File: src/rtl/bin2bcd_seq_if.sv
// rtl/bin2bcd_seq_if.sv - start/done handshake and result bundle for bin2bcd_seq
interface bin2bcd_seq_if #(
  parameter int DATA_W = 20,
  parameter int DIGITS = 6
);
  logic                  start;
  logic [DATA_W-1:0]     data;
  logic                  busy;
  logic                  done;
  logic [4*DIGITS-1:0]   bcd;
  logic                  sign;
  logic                  overflow;

  modport master (
    output start, data,
    input  busy, done, bcd, sign, overflow
  );

  modport slave (
    input  start, data,
    output busy, done, bcd, sign, overflow
  );
endinterface

File: src/rtl/bin2bcd_seq.sv
// rtl/bin2bcd_seq.sv - sequential shift-add-3 binary to packed BCD converter
module bin2bcd_seq #(
  parameter int DATA_W    = 20,
  parameter int DIGITS    = 6,
  parameter int SIGNED_EN = 0
) (
  input  logic               sys_clk,
  input  logic               sys_rst,
  bin2bcd_seq_if.slave       bus
);

  localparam int BCD_W = 4 * DIGITS;
  localparam int CNT_W = $clog2(DATA_W + 1);
  localparam logic [BCD_W-1:0] ALL_NINES = {DIGITS{4'h9}};

  typedef enum logic [1:0] {
    S_IDLE = 2'd0,
    S_ADJ  = 2'd1,
    S_SHF  = 2'd2,
    S_DONE = 2'd3
  } state_t;

  state_t             r_state;
  state_t             w_state_nxt;

  logic [BCD_W-1:0]   r_bcd_sh;
  logic [DATA_W-1:0]  r_bin;
  logic [CNT_W-1:0]   r_cnt;
  logic               r_ovf;
  logic               r_neg;

  logic [BCD_W-1:0]   r_bcd_out;
  logic               r_ovf_out;
  logic               r_sign_out;

  logic               w_load;
  logic               w_adj;
  logic               w_shf;
  logic               w_finish;
  logic               w_neg;
  logic [DATA_W-1:0]  w_mag;
  logic [BCD_W-1:0]   w_bcd_adj;
  logic [BCD_W-1:0]   w_shf_bcd;
  logic [DATA_W-1:0]  w_shf_bin;
  logic               w_shf_ovf;

  // W-bit negation is exact even for the most negative value: 2**(W-1) fits unsigned.
  assign w_neg = (SIGNED_EN != 0) && bus.data[DATA_W-1];
  assign w_mag = w_neg ? ((~bus.data) + DATA_W'(1)) : bus.data;

  always_comb begin
    w_bcd_adj = r_bcd_sh;
    for (int k = 0; k < DIGITS; k++) begin
      if (r_bcd_sh[4*k +: 4] > 4'd4) begin
        w_bcd_adj[4*k +: 4] = r_bcd_sh[4*k +: 4] + 4'd3;
      end
    end
  end

  assign w_shf_bcd = {r_bcd_sh[BCD_W-2:0], r_bin[DATA_W-1]};
  assign w_shf_bin = {r_bin[DATA_W-2:0], 1'b0};
  assign w_shf_ovf = r_ovf | r_bcd_sh[BCD_W-1];

  always_ff @(posedge sys_clk or posedge sys_rst) begin
    if (sys_rst) begin
      r_state <= S_IDLE;
    end else begin
      r_state <= w_state_nxt;
    end
  end

  always_comb begin
    w_state_nxt = r_state;
    w_load      = 1'b0;
    w_adj       = 1'b0;
    w_shf       = 1'b0;
    w_finish    = 1'b0;
    case (r_state)
      S_IDLE, S_DONE: begin
        if (bus.start) begin
          w_load      = 1'b1;
          w_state_nxt = S_ADJ;
        end else begin
          w_state_nxt = S_IDLE;
        end
      end
      S_ADJ: begin
        w_adj       = 1'b1;
        w_state_nxt = S_SHF;
      end
      S_SHF: begin
        w_shf = 1'b1;
        if (r_cnt == CNT_W'(1)) begin
          w_finish    = 1'b1;
          w_state_nxt = S_DONE;
        end else begin
          w_state_nxt = S_ADJ;
        end
      end
      default: begin
        w_state_nxt = S_IDLE;
      end
    endcase
  end

  always_ff @(posedge sys_clk or posedge sys_rst) begin
    if (sys_rst) begin
      r_bcd_sh <= '0;
      r_bin    <= '0;
      r_cnt    <= '0;
      r_ovf    <= 1'b0;
      r_neg    <= 1'b0;
    end else if (w_load) begin
      r_bcd_sh <= '0;
      r_bin    <= w_mag;
      r_cnt    <= CNT_W'(DATA_W);
      r_ovf    <= 1'b0;
      r_neg    <= w_neg;
    end else if (w_adj) begin
      r_bcd_sh <= w_bcd_adj;
    end else if (w_shf) begin
      r_bcd_sh <= w_shf_bcd;
      r_bin    <= w_shf_bin;
      r_ovf    <= w_shf_ovf;
      r_cnt    <= r_cnt - CNT_W'(1);
    end
  end

  // Results take the final shift directly so they are valid on the DONE entry edge.
  always_ff @(posedge sys_clk or posedge sys_rst) begin
    if (sys_rst) begin
      r_bcd_out  <= '0;
      r_ovf_out  <= 1'b0;
      r_sign_out <= 1'b0;
    end else if (w_finish) begin
      r_bcd_out  <= w_shf_ovf ? ALL_NINES : w_shf_bcd;
      r_ovf_out  <= w_shf_ovf;
      r_sign_out <= r_neg;
    end
  end

  assign bus.busy     = (r_state == S_ADJ) || (r_state == S_SHF);
  assign bus.done     = (r_state == S_DONE);
  assign bus.bcd      = r_bcd_out;
  assign bus.overflow = r_ovf_out;
  assign bus.sign     = r_sign_out;

endmodule
File: src/flat_wrapper.sv
// flat-port wrapper written by rule: the top's interface ports become plain ports
module bin2bcd_seq_flat 
#(
  parameter int DATA_W    = 20,
  parameter int DIGITS    = 6,
  parameter int SIGNED_EN = 0
)
  (sys_clk, sys_rst, bus_start, bus_data, bus_busy, bus_done, bus_bcd, bus_sign, bus_overflow);
  bin2bcd_seq_if #(.DATA_W(DATA_W), .DIGITS(DIGITS)) bus_i ();
  input  logic sys_clk;
  input  logic sys_rst;
  input wire logic [$bits(bus_i.start)-1:0] bus_start;
  input wire logic [$bits(bus_i.data)-1:0] bus_data;
  output wire logic [$bits(bus_i.busy)-1:0] bus_busy;
  output wire logic [$bits(bus_i.done)-1:0] bus_done;
  output wire logic [$bits(bus_i.bcd)-1:0] bus_bcd;
  output wire logic [$bits(bus_i.sign)-1:0] bus_sign;
  output wire logic [$bits(bus_i.overflow)-1:0] bus_overflow;
  assign bus_i.start = bus_start;
  assign bus_i.data = bus_data;
  assign bus_busy = bus_i.busy;
  assign bus_done = bus_i.done;
  assign bus_bcd = bus_i.bcd;
  assign bus_sign = bus_i.sign;
  assign bus_overflow = bus_i.overflow;
  bin2bcd_seq #(.DATA_W(DATA_W), .DIGITS(DIGITS), .SIGNED_EN(SIGNED_EN)) u_core (.sys_clk(sys_clk), .sys_rst(sys_rst), .bus(bus_i));
endmodule
File: config.mk
export PLATFORM = sky130hd
export DESIGN_NAME = bin2bcd_seq_flat
export DESIGN_NICKNAME = d
export VERILOG_FILES = /design/src/rtl/bin2bcd_seq_if.sv /design/src/rtl/bin2bcd_seq.sv /design/src/flat_wrapper.sv
export SDC_FILE = /design/constraint.sdc
export NUM_CORES = 1
export LEC_CHECK = 0
export BUFFER_PORTS_ARGS = -buffer_cell sky130_fd_sc_hd__buf_2
export CAP_MARGIN = 20
export CORE_MARGIN = 8
export CORE_UTILIZATION = 45
export DETAILED_ROUTE_END_ITERATION = 8
export PLACE_DENSITY = 0.69
export SYNTH_ARGS = -nofsm -noshare
export SYNTH_HDL_FRONTEND = slang
export SYNTH_SLANG_ARGS = --single-unit
File: constraint.sdc
create_clock -name sys_clk -period 6.6 [get_ports sys_clk]
set_input_delay 0.66 -clock sys_clk [delete_from_list [all_inputs] [get_ports sys_clk]]
set_output_delay 0.66 -clock sys_clk [all_outputs]
set_load 0.02 [all_outputs]
After elaboration in Yosys (flattened, before gate mapping):

Index checks and enable logic that the tools add are counted.

* add/subtract/negate cells: 7
* muxes and demuxes: 28
* reductions and logical operators: 12
* eq/ne operators: 11
* bitwise logic cells: 1
* order comparisons: 6

Operator list (count)
* $mux 24: 4
* $mux 20: 3
* $add 4x2->4 const B: 6
* $gt 4x3->1 const B: 6
* $mux 4: 6
* $ne 3x2->1 const B: 6
* $mux 5: 3
* $reduce_and 2->1: 7
* $mux 1: 10
* $pmux 2 s3: 1
* $eq 5x1->1 const B: 1
* $sub 5x1->5 const B: 1
* $eq 2x2->1 const B: 2
* $reduce_bool 3->1: 1
* $eq 2x1->1 const B: 1
* $logic_not 2->1: 1
* $mux 2: 1
* $ne 2x1->1 const B: 1
* $reduce_bool 2->1: 1
* $reduce_or 2->1: 1
* $logic_or 1x1->1: 1
* $or 1x1->1: 1

* register bits: 77
* bits of input ports: 23

Longest topological paths before layout:

* depth after elaboration: 5
* gate-level depth with buffers: 9

Least setup slack after synthesis:

Ideal clock, no wire load.

* kind: register to register
* start point: register u_core.r_state[0]
* end point: register u_core.r_cnt[4]
* clock period less this slack: 1.764 ns
* path slack: 4.836 ns
* required time: 6.468 ns
* setup time: 0.132 ns
* cell stages (with the launch flop): 9
* path buffers: 2
* data arrival time: 1.632 ns
* path through: dfrtp_1 -> inv_1 -> ha_1 -> buf_4 -> a21oi_2 -> or2_1 -> buf_2 -> o21ai_1 -> or3b_1

* longest elaborated chain between the ends: 5
* elaborated cells between the ends (all ways): 12

Ends and longest elaborated chain
* start, declared: RTL line bin2bcd_seq.sv:23 `state_t r_state;`
* start signal, assigned: RTL line bin2bcd_seq.sv:68 `r_state <= w_state_nxt;`
* $eq 2x2->1 or $logic_not 2->1 (tied branches): RTL line bin2bcd_seq.sv:78 `case (r_state)`
* $reduce_or 2->1: RTL line bin2bcd_seq.sv:78
* $mux 1: RTL line bin2bcd_seq.sv:78
* $ne 2x1->1 (no line) or $reduce_bool 2->1 (tied branches)
* $reduce_and 2->1 (no line)
* end signal, assigned: RTL line bin2bcd_seq.sv:116 `r_cnt <= CNT_W'(DATA_W);`
* end signal, assigned: RTL line bin2bcd_seq.sv:125 `r_cnt <= r_cnt - CNT_W'(1);`
* end, declared: RTL line bin2bcd_seq.sv:28 `logic [CNT_W-1:0] r_cnt;`

Parallel ways exist; a longest one is shown, timed or not.
A chain may end at the register's enable or synchronous reset.

Worst setup path after layout:

* start point: register u_core.r_state[0]
* end point: output port bus_busy

* longest elaborated chain between the ends: 2
* elaborated cells between the ends (all ways): 3

Ends and longest elaborated chain
* $eq 2x1->1 or $eq 2x2->1 (tied branches): RTL line bin2bcd_seq.sv:142 `assign bus.busy = (r_state == S_ADJ) || (r_state == S_SHF);`
* $logic_or 1x1->1 *: RTL line bin2bcd_seq.sv:142
* end, declared: RTL line flat_wrapper.sv:14 `output wire logic [$bits(bus_i.busy)-1:0] bus_busy;`

Mark *: on every way between the ends. The rest lies on a longest branch, timed or not.

==> results by group <==
Floorplan
  • Io pins: 51
  • # rows: 34
  • Initial Util: 0.456
  • Die height: 109 µm
  • DIE AREA: 12000 µm²
  • Core area: 8590 µm²
  • Die width: 109 µm

Synthesis
  • Dominant cell type by area after synthesis: dfrtp_1
  • Flops & latches, synth: 77
  • Synth Cell Area: 3920 µm²
  • Distinct cells, synth: 38
  • Sequential area share after synthesis: 0.492
  • Synth area leaders: dfrtp_1, mux2i_1, ha_1, nand2_1, o21ai_0
  • Count leader, synth: dfrtp_1
  • Top cells by count, synth: dfrtp_1, nand2_1, o21ai_0
  • Syn_nets: 448
  • EDFF count, synth: 0
  • Asr flop ratio synth: 1.00
  • Ys flop type: dfrtp_1
  • Synth top area share: 0.492
  • Cells after synthesis: 407
  • Yosys warnings: 0
  • Avg Cell Area, Syn: 9.63 µm²

Drt
  • Drt total wl: 8030 µm
  • Vias per std cell: 5.26
  • 1st-iter DRT viols: 189
  • Wl on met1: 3950 µm
  • WL/cell: 14.4 µm
  • Pre-antenna DRT Iters: 4
  • DRC errors left: 0
  • Highest routed layer: met4
  • Routed via count: 2936
  • Met3 routed wirelength: 531 µm
  • Wire length on met2: 3500 µm
  • Antenna Nets Post-Route: 0

Clock tree
  • Hold Buf Count CTS: 0
  • Clock tree from TritonCTS: yes
  • Clock Sinks: 77
  • Worst-path clk slew: 0.08 ns
  • H-tree depth: 3
  • CTS Buf Count: 9
  • Root Driver: clkbuf_8
  • Clk buf depth: 2
  • Clock latency on the worst-skew pair: 0.35 ns
  • Resized Gates After CTS: 0
  • Post-CTS setup buffers: 0

Timing
  • TNS Setup: 0 ns
  • Worst-Margin Slew: 0.953 ns
  • Final setup fails: 0
  • FMAX: 0.428 GHz
  • Minimum clock period: 2.34 ns
  • RSZ-0062 raised after global routing: no
  • Setup WS post-layout: 4.26 ns
  • Clk_skew: 0.0144 ns
  • Fin. Hold Viols: 0
  • Max-slew headroom: 0.365
  • Fin crit share: 0.354
  • Final Max Tran Viols: 0

Setup path
  • Flop-to-flop setup slack: 4.43 ns
  • WP data required: 5.94 ns
  • Crit path capture type: output port
  • Worst Path Arrival: 1.68 ns
  • CP Launch Type: flop
  • Crit path max fanout: 8
  • RR Startpoint: u_core.r_state[0]
  • Cell depth of the worst flop-to-flop path: 7
  • WS Path Type: flop to output port
  • Critical Path Source: u_core.r_state[0]
  • Crit path to: bus_busy
  • Reg2Reg Capture Point: u_core.r_cnt[4]

Global route
  • Number of global-route vias before repair: 2840
  • Initial antenna violation count: 0
  • GRT Overall Usage: 0.141
  • Largest net degree at the start of global routing: 78
  • First-pass GRT wire length: 13700 µm
  • Remaining global-route overflow: 0

Placed design
  • Port bufs: 49
  • Placer congestion estimate: 0.813
  • Placed wire-length estimate: 5360 µm
  • Setup Slack @ Placement: 3.99 ns

Pwr
  • Pwr/cell area: 450 nW/µm²
  • Maximum vdd drop: 331 µV
  • Final Power: 1.98 mW
  • Pleak: 2.11 nW

Final layout
  • Fin util: 0.513
  • N_diodes: 0
  • Fin nets: 486
  • Fraction of layout cells with a size suffix above 1: 0.164
  • Fillers: 808
  • Area Growth Syn to Fin: 12.4%

Outcome
  • Status: complete, no violations

Worst hold path
  • Hold crit path type: flop to flop

Job
  • Max-Cap Viols: 0
-- cell usage in the layout (no fill, tap or decap), types with 4 or more instances in the layout --
cell type	count
o21ai_1	10
a21oi_1	11
nor2_1	35
dfrtp_1	77
inv_1	20
nand2_1	56
o21ai_0	36
a21o_1	7
buf_2	49
o211ai_1	5
mux2i_1	23
xnor2_1	6
a22o_1	16
o31ai_1	18
ha_1	18
nor2b_1	4
clkbuf_8	9
nor3b_1	4
buf_4	4
-- per-stage QoR --
stage | hold WS [ns] | instances | area (µm²)
floorplan | 0.449 | 407 | 3920
global route | 0.505 | 558 | 4410
detailed placement | 0.463 | 541 | 4200
CTS | 0.482 | 557 | 4380
finish | 0.476 | 558 | 4410
global placement | 0.457 | 541 | 4200
-- routing by layer --
layer | track usage | vias to the layer above
li1 | - | 1479
met1 | 0.199 | 1389
met2 | 0.206 | 64
met3 | 0.0393 | 4
met4 | 0.0415 | 0
met5 | 0 | -
-- worst min-delay path by stage --
stage,cells past startpoint,endpoint,slack [ns],start
global route,2,u_core.bus.bcd[10],0.50,u_core.bus.bcd[10]
finish,2,u_core.bus.bcd[8],0.48,u_core.bus.bcd[8]
detailed placement,2,u_core.bus.bcd[21],0.46,u_core.bus.bcd[21]
floorplan,2,u_core.r_bin[10],0.45,u_core.r_bin[10]
global placement,2,u_core.bus.bcd[1],0.46,u_core.bus.bcd[1]
CTS,2,u_core.bus.bcd[21],0.48,u_core.bus.bcd[21]
-- kinds of logic (layout without fill, tap and decap cells) --
| kind of cell | count (synthesis) | in the layout | share of synthesized area |
|---|---|---|---|
| buf+inv | 49 | 92 | 0.0546 |
| simple gates | 116 | 116 | 0.128 |
| compound gates | 116 | 116 | 0.192 |
| xor+xnor | 6 | 6 | 0.0134 |
| flops | 77 | 77 | 0.492 |
| other cells | 1 | 1 | 0.000957 |
| fa+ha+maj | 18 | 18 | 0.0575 |
| mux | 24 | 24 | 0.0616 |
-- state kept, by name, summed over array words and instances, names as in the netlist --
signal,cells
u_core.bus.bcd,24
u_core.r_bcd_sh,24
u_core.r_bin,20
u_core.r_cnt,5
u_core.r_state,2
u_core.bus.overflow,1
u_core.r_ovf,1
-- worst max-delay path, stage by stage, from the launching register on --
cell,delay [ns]
dfrtp_1,0.41
inv_1,0.06
ha_1,0.41
inv_1,0.25
buf_2,0.22
-- report_power, final --
part	internal, mW	total, mW	switching, mW
clock network	0.141	0.330	0.188
registers	0.602	0.708	0.106
logic	0.370	0.945	0.575
total	1.11	1.98	0.870
-- final cells by class --
| cell class | count | area, µm² | share of cell area |
|---|---|---|---|
| Tap cell | 108 | 135 | 0.0307 |
| Inverter | 22 | 82.6 | 0.0187 |
| Timing Repair Buffer | 54 | 303 | 0.0687 |
| Sequential cell | 77 | 1930 | 0.437 |
| Multi-Input combinational cell | 281 | 1780 | 0.404 |
| Clock buffer | 9 | 124 | 0.0281 |
| Clock inverter | 7 | 56.3 | 0.0128 |
Note: power is estimated with default switching activity, not from simulation.
